File: config.mk
export PLATFORM = sky130hd
export DESIGN_NAME = multicycle_controller
export DESIGN_NICKNAME = d
export VERILOG_FILES = /design/src/rtl/riscv_ctrl_defs.sv /design/src/rtl/multicycle_controller_opcode_classifier.sv /design/src/rtl/multicycle_controller.sv
export SDC_FILE = /design/constraint.sdc
export NUM_CORES = 1
export LEC_CHECK = 0
export ABC_AREA = 1
export CORE_MARGIN = 4
export CORE_UTILIZATION = 38
export CTS_CLUSTER_DIAMETER = 50
export DETAILED_ROUTE_END_ITERATION = 10
export HOLD_SLACK_MARGIN = 0.06
export PLACE_DENSITY_LB_ADDON = 0.08
export SLEW_MARGIN = 25
export SYNTH_ARGS = -nofsm -noshare
export SYNTH_HDL_FRONTEND = slang
export SYNTH_SLANG_ARGS = --single-unit
File: constraint.sdc
create_clock -name clk -period 1.55 [get_ports clk]
set_clock_uncertainty 0.1 [all_clocks]
set_input_delay 0.31 -clock clk [delete_from_list [all_inputs] [get_ports clk]]
set_output_delay 0.31 -clock clk [all_outputs]
set_load 0.005 [all_outputs]
File: src/rtl/riscv_ctrl_defs.sv
// Shared control encodings for the multi-cycle RV32I core: opcodes, FSM states,
// instruction classes and the operand / writeback mux selects used by the datapath.
package riscv_ctrl_defs;

   localparam logic [6:0] OPC_R      = 7'b0110011;
   localparam logic [6:0] OPC_I      = 7'b0010011;
   localparam logic [6:0] OPC_LOAD   = 7'b0000011;
   localparam logic [6:0] OPC_STORE  = 7'b0100011;
   localparam logic [6:0] OPC_BRANCH = 7'b1100011;
   localparam logic [6:0] OPC_JAL    = 7'b1101111;
   localparam logic [6:0] OPC_JALR   = 7'b1100111;
   localparam logic [6:0] OPC_LUI    = 7'b0110111;
   localparam logic [6:0] OPC_AUIPC  = 7'b0010111;

   typedef enum logic [2:0] {
      ST_FETCH  = 3'd0,
      ST_DECODE = 3'd1,
      ST_EXEC   = 3'd2,
      ST_MEM    = 3'd3,
      ST_WB     = 3'd4,
      ST_FAULT  = 3'd7
   } state_t;

   typedef enum logic [3:0] {
      OP_R      = 4'd0,
      OP_I      = 4'd1,
      OP_LOAD   = 4'd2,
      OP_STORE  = 4'd3,
      OP_BRANCH = 4'd4,
      OP_JAL    = 4'd5,
      OP_JALR   = 4'd6,
      OP_LUI    = 4'd7,
      OP_AUIPC  = 4'd8
   } op_class_t;

   localparam logic [1:0] SRC_A_RS1  = 2'd0;
   localparam logic [1:0] SRC_A_PC   = 2'd1;
   localparam logic [1:0] SRC_A_ZERO = 2'd2;

   localparam logic [1:0] SRC_B_RS2  = 2'd0;
   localparam logic [1:0] SRC_B_IMM  = 2'd1;
   localparam logic [1:0] SRC_B_FOUR = 2'd2;

   localparam logic [1:0] WB_ALU     = 2'd0;
   localparam logic [1:0] WB_MEM     = 2'd1;
   localparam logic [1:0] WB_PC4     = 2'd2;

endpackage

File: src/rtl/multicycle_controller_opcode_classifier.sv
// Combinational RV32I opcode classifier: maps opcode[6:0] to an instruction class
// and flags anything outside the supported base set as illegal.
module opcode_classifier
   import riscv_ctrl_defs::*;
(
   input  logic [6:0] opcode,
   output op_class_t  op_class,
   output logic       illegal
);

   always_comb begin
      op_class = OP_R;
      illegal  = 1'b0;
      case (opcode)
         OPC_R:      op_class = OP_R;
         OPC_I:      op_class = OP_I;
         OPC_LOAD:   op_class = OP_LOAD;
         OPC_STORE:  op_class = OP_STORE;
         OPC_BRANCH: op_class = OP_BRANCH;
         OPC_JAL:    op_class = OP_JAL;
         OPC_JALR:   op_class = OP_JALR;
         OPC_LUI:    op_class = OP_LUI;
         OPC_AUIPC:  op_class = OP_AUIPC;
         default:    illegal  = 1'b1;
      endcase
   end

endmodule

File: src/rtl/multicycle_controller.sv
// Multi-cycle RV32I control FSM: fetch/decode/exec/mem/writeback sequencing with a
// req/ack memory handshake, ack timeout and a sticky fault state.
module multicycle_controller
   import riscv_ctrl_defs::*;
#(
   parameter int DATA_WIDTH  = 32,
   parameter int ACK_TIMEOUT = 15
) (
   input  logic                  clk,
   input  logic                  rstn,
   input  logic [DATA_WIDTH-1:0] instruction,
   input  logic                  mem_ack,
   input  logic                  branch_taken,
   output logic                  mem_req,
   output logic                  mem_we,
   output logic                  mem_sel_data,
   output logic                  ir_write,
   output logic                  imm_en,
   output logic [1:0]            alu_src_a,
   output logic [1:0]            alu_src_b,
   output logic                  pc_write,
   output logic                  pc_src,
   output logic                  reg_write,
   output logic [1:0]            wb_sel,
   output logic                  fault,
   output logic [2:0]            state
);

   localparam int CNT_W = $clog2(ACK_TIMEOUT + 1);
   localparam logic [CNT_W-1:0] CNT_LAST = CNT_W'(ACK_TIMEOUT - 1);

   state_t           state_q, state_d;
   op_class_t        op_class_q, op_class_d;
   logic [CNT_W-1:0] wait_cnt_q, wait_cnt_d;
   op_class_t        dec_class;
   logic             dec_illegal;
   logic             waiting;
   logic             timeout;
   logic             unused_instr_bits;

   assign unused_instr_bits = ^instruction[DATA_WIDTH-1:7];

   opcode_classifier u_classifier (
      .opcode   (instruction[6:0]),
      .op_class (dec_class),
      .illegal  (dec_illegal)
   );

   assign waiting = (state_q == ST_FETCH) || (state_q == ST_MEM);
   assign timeout = waiting && !mem_ack && (wait_cnt_q == CNT_LAST);

   always_ff @(posedge clk) begin
      if (!rstn) begin
         state_q    <= ST_FETCH;
         op_class_q <= OP_R;
         wait_cnt_q <= '0;
      end else begin
         state_q    <= state_d;
         op_class_q <= op_class_d;
         wait_cnt_q <= wait_cnt_d;
      end
   end

   always_comb begin
      state_d    = state_q;
      op_class_d = op_class_q;
      case (state_q)
         ST_FETCH: begin
            if (mem_ack)      state_d = ST_DECODE;
            else if (timeout) state_d = ST_FAULT;
         end
         ST_DECODE: begin
            op_class_d = dec_class;
            state_d    = dec_illegal ? ST_FAULT : ST_EXEC;
         end
         ST_EXEC: begin
            if (op_class_q == OP_BRANCH)
               state_d = ST_FETCH;
            else if ((op_class_q == OP_LOAD) || (op_class_q == OP_STORE))
               state_d = ST_MEM;
            else
               state_d = ST_WB;
         end
         ST_MEM: begin
            if (mem_ack)      state_d = (op_class_q == OP_STORE) ? ST_FETCH : ST_WB;
            else if (timeout) state_d = ST_FAULT;
         end
         ST_WB:    state_d = ST_FETCH;
         ST_FAULT: state_d = ST_FAULT;
         default:  state_d = ST_FAULT;
      endcase

      // Counter only runs while a request sits un-acked in the same state.
      if (mem_ack || (state_d != state_q) || !waiting)
         wait_cnt_d = '0;
      else
         wait_cnt_d = wait_cnt_q + CNT_W'(1);
   end

   always_comb begin
      mem_req      = 1'b0;
      mem_we       = 1'b0;
      mem_sel_data = 1'b0;
      ir_write     = 1'b0;
      imm_en       = 1'b0;
      alu_src_a    = SRC_A_RS1;
      alu_src_b    = SRC_B_RS2;
      pc_write     = 1'b0;
      pc_src       = 1'b0;
      reg_write    = 1'b0;
      wb_sel       = WB_ALU;
      fault        = 1'b0;
      state        = state_q;
      case (state_q)
         ST_FETCH: begin
            mem_req  = 1'b1;
            ir_write = mem_ack;
         end
         ST_DECODE: imm_en = 1'b1;
         ST_EXEC: begin
            case (op_class_q)
               OP_I, OP_LOAD, OP_STORE, OP_JALR: alu_src_b = SRC_B_IMM;
               OP_LUI: begin
                  alu_src_a = SRC_A_ZERO;
                  alu_src_b = SRC_B_IMM;
               end
               OP_AUIPC, OP_JAL: begin
                  alu_src_a = SRC_A_PC;
                  alu_src_b = SRC_B_IMM;
               end
               OP_BRANCH: begin
                  pc_write = 1'b1;
                  pc_src   = branch_taken;
               end
               default: ;
            endcase
         end
         ST_MEM: begin
            mem_req      = 1'b1;
            mem_sel_data = 1'b1;
            mem_we       = (op_class_q == OP_STORE);
            pc_write     = mem_ack && (op_class_q == OP_STORE);
         end
         ST_WB: begin
            reg_write = 1'b1;
            pc_write  = 1'b1;
            if (op_class_q == OP_LOAD) begin
               wb_sel = WB_MEM;
            end else if ((op_class_q == OP_JAL) || (op_class_q == OP_JALR)) begin
               wb_sel = WB_PC4;
               pc_src = 1'b1;
            end
         end
         ST_FAULT: fault = 1'b1;
         default:  fault = 1'b1;
      endcase

      if (!rstn) begin
         mem_req      = 1'b0;
         mem_we       = 1'b0;
         mem_sel_data = 1'b0;
         ir_write     = 1'b0;
         imm_en       = 1'b0;
         alu_src_a    = 2'd0;
         alu_src_b    = 2'd0;
         pc_write     = 1'b0;
         pc_src       = 1'b0;
         reg_write    = 1'b0;
         wb_sel       = 2'd0;
         fault        = 1'b0;
         state        = 3'd0;
      end
   end

endmodule

==> impl_metrics.tcl <==
set metrics [dict create \
    fp.dieH_um 58.35 \
    critPathLaunchType "flop" \
    detailroute.via_count 1377 \
    power.leakage_nw 0.9398 \
    viasPerCell 5.256 \
    finalHoldViolCount 0 \
    grt_pass1_wl_mm 5.768 \
    io_buffers 27 \
    final_antenna_net_count 0 \
    cap_violations 0 \
    worst-endpoint-required_ns 1.14 \
    post-layout-total-power_mw 3.139 \
    vias_in_the_first_global_route 1376 \
    rsz0062_at_grt "true" \
    synth-warning-count 0 \
    crit_type "reg2out" \
    hold_class "reg2reg" \
    core.rowCount 17 \
    cts_root_buffer "sky130_fd_sc_hd__clkbuf_4" \
    final_period_minus_worst_setup_slack_ns 1.840 \
    antenna_cells 0 \
    detailed_router_iteration_count_before_antenna_repair 4 \
    synth_cell_type_count 32 \
    hpwlAfterDp_mm 2.278 \
    failed_checks "setup timing" \
    synth_top_area_share 0.2286 \
    die-width_um 58.35 \
    post-place-cells 247 \
    layout.nets 273 \
    synth-seq-cells 11 \
    yosys.cell_count.top_type "sky130_fd_sc_hd__inv_1" \
    cts_bufs_inserted 3 \
    dominant_synthesized_flop_cell "sky130_fd_sc_hd__dfxtp_1" \
    async_reset_ff_frac 0 \
    synth-edff-count 0 \
    die_area_sq_mm 0.003405 \
    post_synth_instance_area_sq_um 963.4 \
    routed_wl_mm 4.052 \
    worst_ir_drop_vdd_v 0.0009857 \
    cp_data_arrival_time_ns 1.43 \
    final_critical_path_setup_slack_ns -0.2901 \
    cts.sinks 11 \
    min_period_over_period 1.187 \
    final_cell_count_no_fill 262 \
    drt_first_iter_violations 79 \
    core-area_sq_mm 0.002318 \
    power_density_mw_per_mm2 1607 \
    initial_core_utilization 0.4155 \
    setup_viol 22 \
    clkLatencyLatePin_ns 0.28 \
    final_layout_size_suffix_gt1_frac 0.5940 \
    globalplace.congestion 0.8669 \
    synth_area_leaders "sky130_fd_sc_hd__dfxtp_1, sky130_fd_sc_hd__inv_1, sky130_fd_sc_hd__nand2_1" \
    end_kind "output pin" \
    tritoncts "built" \
    run_status "complete, but fails checks" \
    top_level_ports 54 \
    largest_net_degree_at_the_start_of_global_routing 8 \
    htree_num_levels 1 \
    grt-ovfl-total 0 \
    clkSlewWorstSetupHoldPaths_ns 0.07 \
    cts_hold_buffers 0 \
    drc 0 \
    postSynthNetCount 189 \
    routed_length_per_placed_instance_um 15.47 \
    post_layout_util 0.8424 \
    critPathMaxFanout 3 \
    synth_largest_area_cell "sky130_fd_sc_hd__dfxtp_1" \
    area_growth_pct 102.7 \
    synth_common_cells "sky130_fd_sc_hd__inv_1, sky130_fd_sc_hd__nand2_1, sky130_fd_sc_hd__nor2_1" \
    clk_path_buf_depth 2 \
    max_freq_mhz 543.5 \
    seq_area_frac_synth 0.2286 \
    antenna_violations_before_repair 0 \
    grtUsageTotal 0.2146 \
    finalMaxSlewViolations 0 \
    synth.avg_cell_area_sq_um 6.380 \
    syn-instance-count 151 \
]
==> cell families after synthesis <==
kind of cell               count (synthesis)  share of synthesized area
xor gates and xnor gates                   2                    0.01819
adders and majority gates                  2                    0.02597
DFF                                       11                     0.2286
other                                      1                   0.003892
and+or+nand+nor                           85                     0.4740
buffers and inverters                     32                     0.1286
AOI/OAI and AO/OA                         18                     0.1208
==> final cells by class <==
type,count,area (sq um)
Multi-Input combinational cell,108,887.1
Timing Repair Buffer,81,651.9
Fill cell,137,365.4
Sequential cell,11,235.2
Inverter,30,117.6
Tap cell,28,35.03
Clock buffer,4,26.28
==> routing by layer <==
metal | wire, um | global-route usage
met1 | 1690 | 0.2383
met2 | 2090 | 0.3955
met3 | 183 | 0.02632
met4 | 88 | 0.1093
met5 | 0 | 0
==> cell usage in the layout (no fill, tap or decap), types with 3 or more instances in the layout <==
master	n
sky130_fd_sc_hd__dfxtp_1	5
sky130_fd_sc_hd__nor3_2	6
sky130_fd_sc_hd__nand3_4	7
sky130_fd_sc_hd__nand3_1	5
sky130_fd_sc_hd__buf_6	11
sky130_fd_sc_hd__nand2_2	6
sky130_fd_sc_hd__buf_4	43
sky130_fd_sc_hd__buf_2	12
sky130_fd_sc_hd__a21oi_1	3
sky130_fd_sc_hd__dfxtp_2	3
sky130_fd_sc_hd__nand2_1	17
sky130_fd_sc_hd__o21ai_1	3
sky130_fd_sc_hd__nor2_2	6
sky130_fd_sc_hd__nand2_4	5
sky130_fd_sc_hd__nand4_1	3
sky130_fd_sc_hd__dfxtp_4	3
sky130_fd_sc_hd__inv_1	21
sky130_fd_sc_hd__clkdlybuf4s15_2	4
sky130_fd_sc_hd__clkbuf_4	3
sky130_fd_sc_hd__nor2_1	10
sky130_fd_sc_hd__nor3_4	4
sky130_fd_sc_hd__nor2_4	5
sky130_fd_sc_hd__dlygate4sd2_1	8
sky130_fd_sc_hd__nand3_2	5
sky130_fd_sc_hd__o21ai_0	5
sky130_fd_sc_hd__inv_2	7
==> metrics by stage <==
stage / hold slack [ns] / worst slack (ns) / cell area (sq um) / setup TNS, ns
final: 0.3961 / -0.2901 / 1953 / -3.018
after global routing: 0.4237 / -0.3533 / 1953 / -4.343
after CTS: 0.3924 / -0.2287 / 1798 / -2.077
after detailed placement: 0.3838 / -0.5990 / 1580 / -12.05
after global placement: 0.3705 / -0.5672 / 1580 / -11.23
after floorplan: 0.3515 / 0.06496 / 963.4 / 0
==> where the power goes <==
group          internal [mW]  switching (mW)
registers              0.395           0.110
logic                   1.13            1.30
clock network          0.100           0.101
==> flip-flops by register name, indices dropped and copies added, names as in the netlist <==
| signal | count |
|---|---|
| op_class_q | 4 |
| wait_cnt_q | 4 |
| state_q | 3 |
==> final timing paths <==
path | start | endpoint | slack (ns) | depth (start not counted)
hold / removal | wait_cnt_q[0] | wait_cnt_q[0] | 0.40 | 1
setup / recovery | state_q[1] | pc_src | -0.29 | 7
hold reg to reg | wait_cnt_q[0] | wait_cnt_q[0] | 0.40 | 1
setup reg to reg | state_q[1] | state_q[2] | -0.10 | 12
==> repair_timing <==
item                                    in CTS  in global routing
pin swaps                                   23                 12
buffers inserted                             9                  5
endpoints found under the setup margin      23                 22
gates resized for setup                    128                 28
==> worst max-delay path, stage by stage, from the launching register on <==
cell and delay (ns):
sky130_fd_sc_hd__dfxtp_2 0.34, sky130_fd_sc_hd__buf_6 0.12, sky130_fd_sc_hd__nor2_4 0.09, sky130_fd_sc_hd__inv_2 0.07, sky130_fd_sc_hd__nor2_4 0.09, sky130_fd_sc_hd__nand4_1 0.12
sky130_fd_sc_hd__a21oi_1 0.18, sky130_fd_sc_hd__buf_2 0.13
(Power assumes the default switching activity.)
